[src/rtl/hazard_control.sv]
// Pipeline hazard controller: load-use stalls, branch flushes and the multdiv
// start/busy/done handshake that freezes the front of the pipe.
module hazard_control (
    input  logic        clk_i,
    input  logic        rst_ni,
    input  logic [31:0] fd_insn_i,
    input  logic [31:0] dx_insn_i,
    input  logic        branch_taken_i,
    input  logic        md_ready_i,
    output logic        pc_en_o,
    output logic        fd_en_o,
    output logic        dx_en_o,
    output logic        fd_flush_o,
    output logic        dx_nop_o,
    output logic        xm_nop_o,
    output logic        md_start_mult_o,
    output logic        md_start_div_o,
    output logic        md_result_sel_o,
    output logic        md_busy_o,
    output logic        md_timeout_o
);

    localparam logic [4:0] OP_R    = 5'b00000;
    localparam logic [4:0] OP_ADDI = 5'b00101;
    localparam logic [4:0] OP_SW   = 5'b00111;
    localparam logic [4:0] OP_LW   = 5'b01000;
    localparam logic [4:0] OP_BNE  = 5'b00010;
    localparam logic [4:0] OP_BLT  = 5'b00110;
    localparam logic [4:0] OP_BEQ  = 5'b01001;
    localparam logic [4:0] OP_JR   = 5'b00100;
    localparam logic [4:0] ALU_SLL = 5'b00100;
    localparam logic [4:0] ALU_SRA = 5'b00101;
    localparam logic [4:0] ALU_MUL = 5'b00110;
    localparam logic [4:0] ALU_DIV = 5'b00111;
    localparam logic [5:0] CNT_LIMIT = 6'd39;

    typedef enum logic [1:0] {
        ST_IDLE = 2'd0,
        ST_BUSY = 2'd1,
        ST_DONE = 2'd2
    } state_e;

    state_e     state_q, state_d;
    logic [5:0] cnt_q, cnt_d;
    logic       timeout_q, timeout_d;

    logic [4:0] fd_op_s, fd_rd_s, fd_rs1_s, fd_rs2_s, fd_alu_s;
    logic [4:0] dx_op_s, dx_rd_s, dx_alu_s;
    logic       dx_mul_s, dx_div_s, load_use_s;
    logic       unused_s;

    assign fd_op_s  = fd_insn_i[31:27];
    assign fd_rd_s  = fd_insn_i[26:22];
    assign fd_rs1_s = fd_insn_i[21:17];
    assign fd_rs2_s = fd_insn_i[16:12];
    assign fd_alu_s = fd_insn_i[6:2];
    assign dx_op_s  = dx_insn_i[31:27];
    assign dx_rd_s  = dx_insn_i[26:22];
    assign dx_alu_s = dx_insn_i[6:2];
    assign unused_s = ^{fd_insn_i[11:7], fd_insn_i[1:0], dx_insn_i[21:7], dx_insn_i[1:0]};

    assign dx_mul_s = (dx_op_s == OP_R) && (dx_alu_s == ALU_MUL);
    assign dx_div_s = (dx_op_s == OP_R) && (dx_alu_s == ALU_DIV);

    function automatic logic reads_rs1(input logic [4:0] op);
        return (op == OP_R) || (op == OP_ADDI) || (op == OP_LW) || (op == OP_SW) ||
               (op == OP_BNE) || (op == OP_BLT) || (op == OP_BEQ);
    endfunction

    // Branches and jr read their compare/target operand from the rd field.
    function automatic logic reads_rd(input logic [4:0] op);
        return (op == OP_BNE) || (op == OP_BLT) || (op == OP_BEQ) || (op == OP_JR);
    endfunction

    // Load-use detection; a sw data register is bypassed W->M and never stalls.
    always_comb begin
        load_use_s = 1'b0;
        if ((dx_op_s == OP_LW) && (dx_rd_s != 5'd0)) begin
            load_use_s = (reads_rs1(fd_op_s) && (fd_rs1_s == dx_rd_s)) ||
                         ((fd_op_s == OP_R) && (fd_alu_s != ALU_SLL) &&
                          (fd_alu_s != ALU_SRA) && (fd_rs2_s == dx_rd_s)) ||
                         (reads_rd(fd_op_s) && (fd_rd_s == dx_rd_s));
        end else begin
            load_use_s = 1'b0;
        end
    end

    // Next-state, busy counter and sticky timeout.
    always_comb begin
        state_d   = state_q;
        cnt_d     = cnt_q;
        timeout_d = timeout_q;
        case (state_q)
            ST_IDLE: begin
                cnt_d = 6'd0;
                if (dx_mul_s || dx_div_s) begin
                    state_d = ST_BUSY;
                end else begin
                    state_d = ST_IDLE;
                end
            end
            ST_BUSY: begin
                if (md_ready_i) begin
                    state_d = ST_DONE;
                    cnt_d   = 6'd0;
                end else if (cnt_q == CNT_LIMIT) begin
                    state_d   = ST_DONE;
                    cnt_d     = 6'd0;
                    timeout_d = 1'b1;
                end else begin
                    cnt_d = cnt_q + 6'd1;
                end
            end
            ST_DONE: begin
                state_d = ST_IDLE;
                cnt_d   = 6'd0;
            end
            default: begin
                state_d = ST_IDLE;
                cnt_d   = 6'd0;
            end
        endcase
    end

    // State registers.
    always_ff @(posedge clk_i or negedge rst_ni) begin
        if (!rst_ni) begin
            state_q   <= ST_IDLE;
            cnt_q     <= 6'd0;
            timeout_q <= 1'b0;
        end else begin
            state_q   <= state_d;
            cnt_q     <= cnt_d;
            timeout_q <= timeout_d;
        end
    end

    // Control outputs from current state and the instructions in F/D and D/X.
    always_comb begin
        pc_en_o         = 1'b1;
        fd_en_o         = 1'b1;
        dx_en_o         = 1'b1;
        fd_flush_o      = 1'b0;
        dx_nop_o        = 1'b0;
        xm_nop_o        = 1'b0;
        md_start_mult_o = 1'b0;
        md_start_div_o  = 1'b0;
        md_result_sel_o = 1'b0;
        md_busy_o       = 1'b0;
        if (!rst_ni) begin
            pc_en_o = 1'b1;
        end else begin
            case (state_q)
                ST_IDLE: begin
                    if (dx_mul_s || dx_div_s) begin
                        pc_en_o         = 1'b0;
                        fd_en_o         = 1'b0;
                        dx_en_o         = 1'b0;
                        xm_nop_o        = 1'b1;
                        md_start_mult_o = dx_mul_s;
                        md_start_div_o  = dx_div_s;
                    end else if (branch_taken_i) begin
                        fd_flush_o = 1'b1;
                        dx_nop_o   = 1'b1;
                    end else if (load_use_s) begin
                        pc_en_o  = 1'b0;
                        fd_en_o  = 1'b0;
                        dx_nop_o = 1'b1;
                    end else begin
                        pc_en_o = 1'b1;
                    end
                end
                ST_BUSY: begin
                    pc_en_o   = 1'b0;
                    fd_en_o   = 1'b0;
                    dx_en_o   = 1'b0;
                    xm_nop_o  = 1'b1;
                    md_busy_o = 1'b1;
                end
                ST_DONE: begin
                    md_result_sel_o = 1'b1;
                end
                default: begin
                    pc_en_o = 1'b1;
                end
            endcase
        end
    end

    assign md_timeout_o = timeout_q;

endmodule

[config.mk]
export PLATFORM = sky130hd
export DESIGN_NAME = hazard_control
export DESIGN_NICKNAME = d
export VERILOG_FILES = /design/src/rtl/hazard_control.sv
export SDC_FILE = /design/constraint.sdc
export NUM_CORES = 1
export LEC_CHECK = 0
export BUFFER_PORTS_ARGS = -buffer_cell sky130_fd_sc_hd__clkbuf_2
export CAP_MARGIN = 5
export CORE_MARGIN = 8
export CORE_UTILIZATION = 37
export DETAILED_ROUTE_END_ITERATION = 8
export GPL_ROUTABILITY_DRIVEN = 0
export MAX_ROUTING_LAYER = met4
export PLACE_DENSITY_LB_ADDON = 0.08
export SYNTH_ARGS = -nofsm -noshare
export SYNTH_HDL_FRONTEND = slang
export SYNTH_SLANG_ARGS = --single-unit
[constraint.sdc]
create_clock -name clk_i -period 2.7 [get_ports clk_i]
set_input_delay 0.405 -clock clk_i [delete_from_list [all_inputs] [get_ports clk_i]]
set_output_delay 0.405 -clock clk_i [all_outputs]
set_load 0.02 [all_outputs]
**Yosys cells after proc, flatten, opt, wreduce, memory -nomap -nowiden**

Index checks and enable logic that the tools add are counted.

- Bits of input ports: 68
- Bits in registers: 9
- Word-level logic and storage cells: 87

- Multiplexer cells: 38
- Equal/unequal tests: 19
- Reduce and logical (&&, ||, !) cells: 25
- $add $sub $neg: 1
- Bitwise operators: 1

Operators with widths:

| operator | count |
|---|---|
| $eq 5x3->1 const B | 6 |
| $mux 1 | 29 |
| $mux 6 | 3 |
| $eq 5x4->1 const B | 3 |
| $eq 5x5->1 | 3 |
| $logic_or 1x1->1 | 12 |
| $logic_not 5->1 | 2 |
| $ne 5x3->1 const B | 2 |
| $logic_and 1x1->1 | 8 |
| $add 6x1->6 const B | 1 |
| $eq 6x6->1 const B | 1 |
| $pmux 1 s2 | 3 |
| $eq 5x2->1 const B | 1 |
| $reduce_bool 5->1 | 1 |
| $mux 2 | 2 |
| $pmux 2 s2 | 1 |
| $ne 3x3->1 const B | 1 |
| $reduce_and 3->1 | 1 |
| $eq 2x1->1 const B | 1 |
| $eq 2x2->1 const B | 1 |
| $logic_not 2->1 | 1 |
| $not 1->1 | 1 |

**Longest topological paths before layout**

- Depth in word-level cells: 16
- Mapped depth: 6
- Gate-level depth less buffers: 5

**Least setup slack after synthesis**

No wires, ideal clock.

- Path kind: input port to output port
- Start point: input dx_insn_i[31]
- End point: output pc_en_o
- Stages: 6
- Required time: 2295 ps
- Arrival time: 2026 ps
- Path buffers: 1
- Setup slack: 269 ps
- Cells stage by stage: or4_4 -> nor3_2 -> nor2_1 -> nor2_1 -> a21oi_1 -> buf_4

- Longest elaborated chain between the ends: 8
- Elaborated cells between the ends (all ways): 12
- Those cells by class: eq/ne (1); mux (6); reduce/logical (5)

RTL lines:

| what | line | text |
|---|---|---|
| from (decl) | 7 | `input logic [31:0] dx_insn_i,` |
| $eq 5x4->1 | 78 | `if ((dx_op_s == OP_LW) && (dx_rd_s != 5'd0)) begin` |
| $logic_and 1x1->1 | 78 |  |
| $mux 1 | 78 |  |
| $mux 1 (2 in series) | n/a |  |
| $mux 1 * | n/a |  |
| $pmux 1 s2 * | n/a |  |
| $mux 1 * | n/a |  |
| to (decl) | 10 | `output logic pc_en_o,` |

Mark *: on every way between the ends. The rest lies on a longest branch, timed or not.

**Worst setup path in the final report**

- Start point: input fd_insn_i[27]
- End point: output dx_nop_o

- Longest elaborated chain between the ends: 16
- Elaborated cells between the ends (all ways): 30
- Those cells by class: eq/ne (7); mux (6); reduce/logical (17)

RTL lines:

| what | line | text |
|---|---|---|
| from (decl) | 6 | `input logic [31:0] fd_insn_i,` |
| $eq 5x3->1 / $logic_not 5->1 (equally long branches) | 66, 80 |  |
| $logic_or 1x1->1 (4 in series) | 66 | `return (op == OP_R) \|\| (op == OP_ADDI) \|\| (op == OP_LW) \|\| (op == OP_SW) \|\|` |
| $logic_or 1x1->1 (2 in series) | 67 | `(op == OP_BNE) \|\| (op == OP_BLT) \|\| (op == OP_BEQ);` |
| $logic_and 1x1->1 | 79 | `load_use_s = (reads_rs1(fd_op_s) && (fd_rs1_s == dx_rd_s)) \|\|` |
| $logic_or 1x1->1 | 79 |  |
| $logic_or 1x1->1 * | 81 | `(fd_alu_s != ALU_SRA) && (fd_rs2_s == dx_rd_s)) \|\|` |
| $mux 1 * | 78 |  |
| $mux 1 * | 165 | `end else if (load_use_s) begin` |
| $mux 1 * | 162 | `end else if (branch_taken_i) begin` |
| $mux 1 * | 155 | `if (dx_mul_s \|\| dx_div_s) begin` |
| $mux 1 * | 153 | `case (state_q)` |
| $mux 1 * | 150 | `if (!rst_ni) begin` |
| to (decl) | 14 | `output logic dx_nop_o,` |

Marks and branches as above.

==> impl_metrics.csv <==
group,metric,value,unit
outcome,status,"complete, no violations",
yosys,yosys.area.top_type_share,0.293,
cts,clkLatencyLatePin,0.26,ns
pwr,p_leak,0.572,nW
die,die_area,3800,um^2
yosys,async_reset_ff_frac,1.00,
critical_path,critical_path_arrival,1.99,ns
cts,numCtsBuffers,3,
global_route,antenna_found_initial,0,
route,drc_errors,0,
critical_path,crit_fanout,5,
critical_path,crit_path_max_incr_delay,0.54,ns
critical_path,cp_common_cell,"clkbuf_2",
timing,setup_viol,0,
critical_path,critical_path_class,"in2out",
yosys,yosysSeqAreaShare,0.293,
yosys,synth_cell_types,34,
finish,final_cell_mix,"53 x clkbuf_2, 20 x nor2_1, 17 x xor2_1",
cts,cts_hold_buf,0,
die,initial_utilization,0.392,
yosys,yosys-top-cells-area,"dfrtp_1 29%, xor2_1 19%, nor2_1 9.8%",
timing,min_period,2.39,ns
timing,timing.final.crit_share,0.887,
yosys,syn_nets,162,
finish,drive_gt1_frac,0.416,
yosys,synth_cells,93,
route,vias,852,
finish,diodes,0,
critical_path,required,2.30,ns
critical_path,cp_slowest_cell,"or4_1",
route,vias_per_cell,4.84,
global_route,grt_pass1_wl,3290,um
timing,fmax,0.418,GHz
critical_path,worst_setup_path_end_kind,"output port",
cts,ctsResizeCount,0,
timing,worst_slew_pin_slew,0.408,ns
route,drtPass1Iterations,5,
yosys,avgSynthCellArea,8.27,um^2
finish,fin_nets,219,
critical_path,cp_top_family,"simple AND/OR/NAND/NOR gates",
finish,layout_commonest_cell,"clkbuf_2",
die,io_pins,79,
timing,clock_skew,0.000372,ns
yosys,ys_warn_count,0,
timing,setup_ws,0.306,ns
critical_path,cp_num_buf_inv,2,
cts,htreeDepth,1,
die,core,1960,um^2
timing,relSlewSlack,0.726,
cts,cts_buffer_depth,2,
timing,rsz0062_at_grt,"no",
place,place_area,1060,um^2
critical_path,crit_chain,"clkbuf_2, or4_1, nor4_1, a22oi_1, o21ai_2, o21a_1, clkbuf_2",
timing,drv_slew,0,
yosys,synth_edf_count,0,
cts,cts_sinks,9,
die,fp.dieH,61.6,um
route,wl,2180,um
place,dpl_worst_slack,0.282,ns
hold_path,hold_class,"in2async",
place,io_buffers,53,
cts,cts_root_buf,"clkbuf_4",
yosys,netlist_area,769,um^2
cts,cts_tree,"done",
timing,final_hold_viol_count,0,
yosys,synth_seq_cells,9,
global_route,grt_usage,0.121,
critical_path,start_kind,"input port",
route,wire_per_inst,12.4,um
flow_run,maxCapViolCount,0,
finish,fillers,210,
route,antenna_left,0,
pwr,ir_drop,304,uV
die,row_count,16,
place,hpwl,1930,um
cts,cts_setup_buffers,0,
global_route,grt_max_degree,13,
die,die_w,61.6,um
finish,area_delta_synth_final,41.3,%
yosys,synth_ff_type,"dfrtp_1",
yosys,yosysTopAreaCell,"dfrtp_1",
pwr,p_per_area,292,nW/um^2
global_route,grt_overflow_total,0,
timing,setup_tns,0,ns
cts,cts.reportedPaths.clkPinSlew,0.06,ns
route,drt_iter0_drc,23,
finish,finalInstanceArea,1090,um^2
global_route,grt_pass1_vias,815,
==> cells in the mapped netlist, types with 2 or more instances <==
cell type / number
nor3_1: 5
inv_1: 4
and3b_1: 2
a22oi_1: 2
xnor2_1: 2
nand3_1: 2
nand2_1: 6
xor2_1: 17
nor2_1: 20
dfrtp_1: 9
==> per-stage QoR <==
step | util | total power [mW] | std cells | hold slack, ns
after detailed placement | 0.541 | 0.218 | 172 | 0.291
after CTS | 0.554 | 0.326 | 176 | 0.00496
after floorplan | - | 0.170 | 93 | 0.109
after global placement | 0.541 | 0.216 | 172 | 0.288
final | 0.554 | 0.317 | 176 | 0.0103
after global routing | 0.554 | 0.340 | 176 | 0.0156
==> cells by family after synthesis <==
family / synth area share
simple gates: 0.335
xor+xnor: 0.216
compound gates: 0.111
flops: 0.293
buf+inv: 0.0293
fa+ha+maj: 0.0163
==> worst register-to-register path: cells and delay by family, from the launching register on <==
family	cells	cell delay, ns
buffers and inverters	1	0.09
AO/OA/AOI/OAI	1	0.16
flip-flops	1	0.44
AND/OR/NAND/NOR	2	0.71
==> per-layer routing <==
metal	GRT usage	share of wire	up-vias	wire length [um]
li1	-	-	437	-
met1	0.102	0.35	383	766
met2	0.226	0.51	28	1120
met3	0.0292	0.11	4	245
met4	0.0812	0.024	0	53
met5	-	0	-	0
==> state kept, by name, indices dropped and copies added, names as in the netlist <==
register,flops
cnt_q,6
md_timeout_o,1
state_q,2
==> layout make-up <==
class | count | area (um^2) | area share
clock buffers | 4 | 26.3 | 0.0242
inverters | 4 | 15.0 | 0.0138
multi-input cells | 79 | 522 | 0.480
flip-flops and latches | 9 | 225 | 0.207
well taps | 27 | 33.8 | 0.0311
repair buffers | 53 | 265 | 0.244
==> power by group <==
part | internal, mW | switching (mW)
logic | 0.0403 | 0.0397
registers | 0.135 | 0.000204
clock network | 0.0568 | 0.0450
total | 0.232 | 0.0849
==> worst paths after layout <==
kind / slack, ns / cells after the start / startpoint / end
worst min register to register: 0.45 / 1 / md_timeout_o / md_timeout_o
worst max-delay path: 0.31 / 7 / fd_insn_i[27] / dx_nop_o
min in group clk_i: 0.42 / 3 / md_ready_i / cnt_q[2]
max in group asynchronous: 2.48 / 1 / rst_ni / md_timeout_o
worst max register to register: 1.19 / 4 / state_q[0] / state_q[1]
worst min-delay path: 0.01 / 1 / rst_ni / state_q[0]
Note: power is estimated with default switching activity, not from simulation.
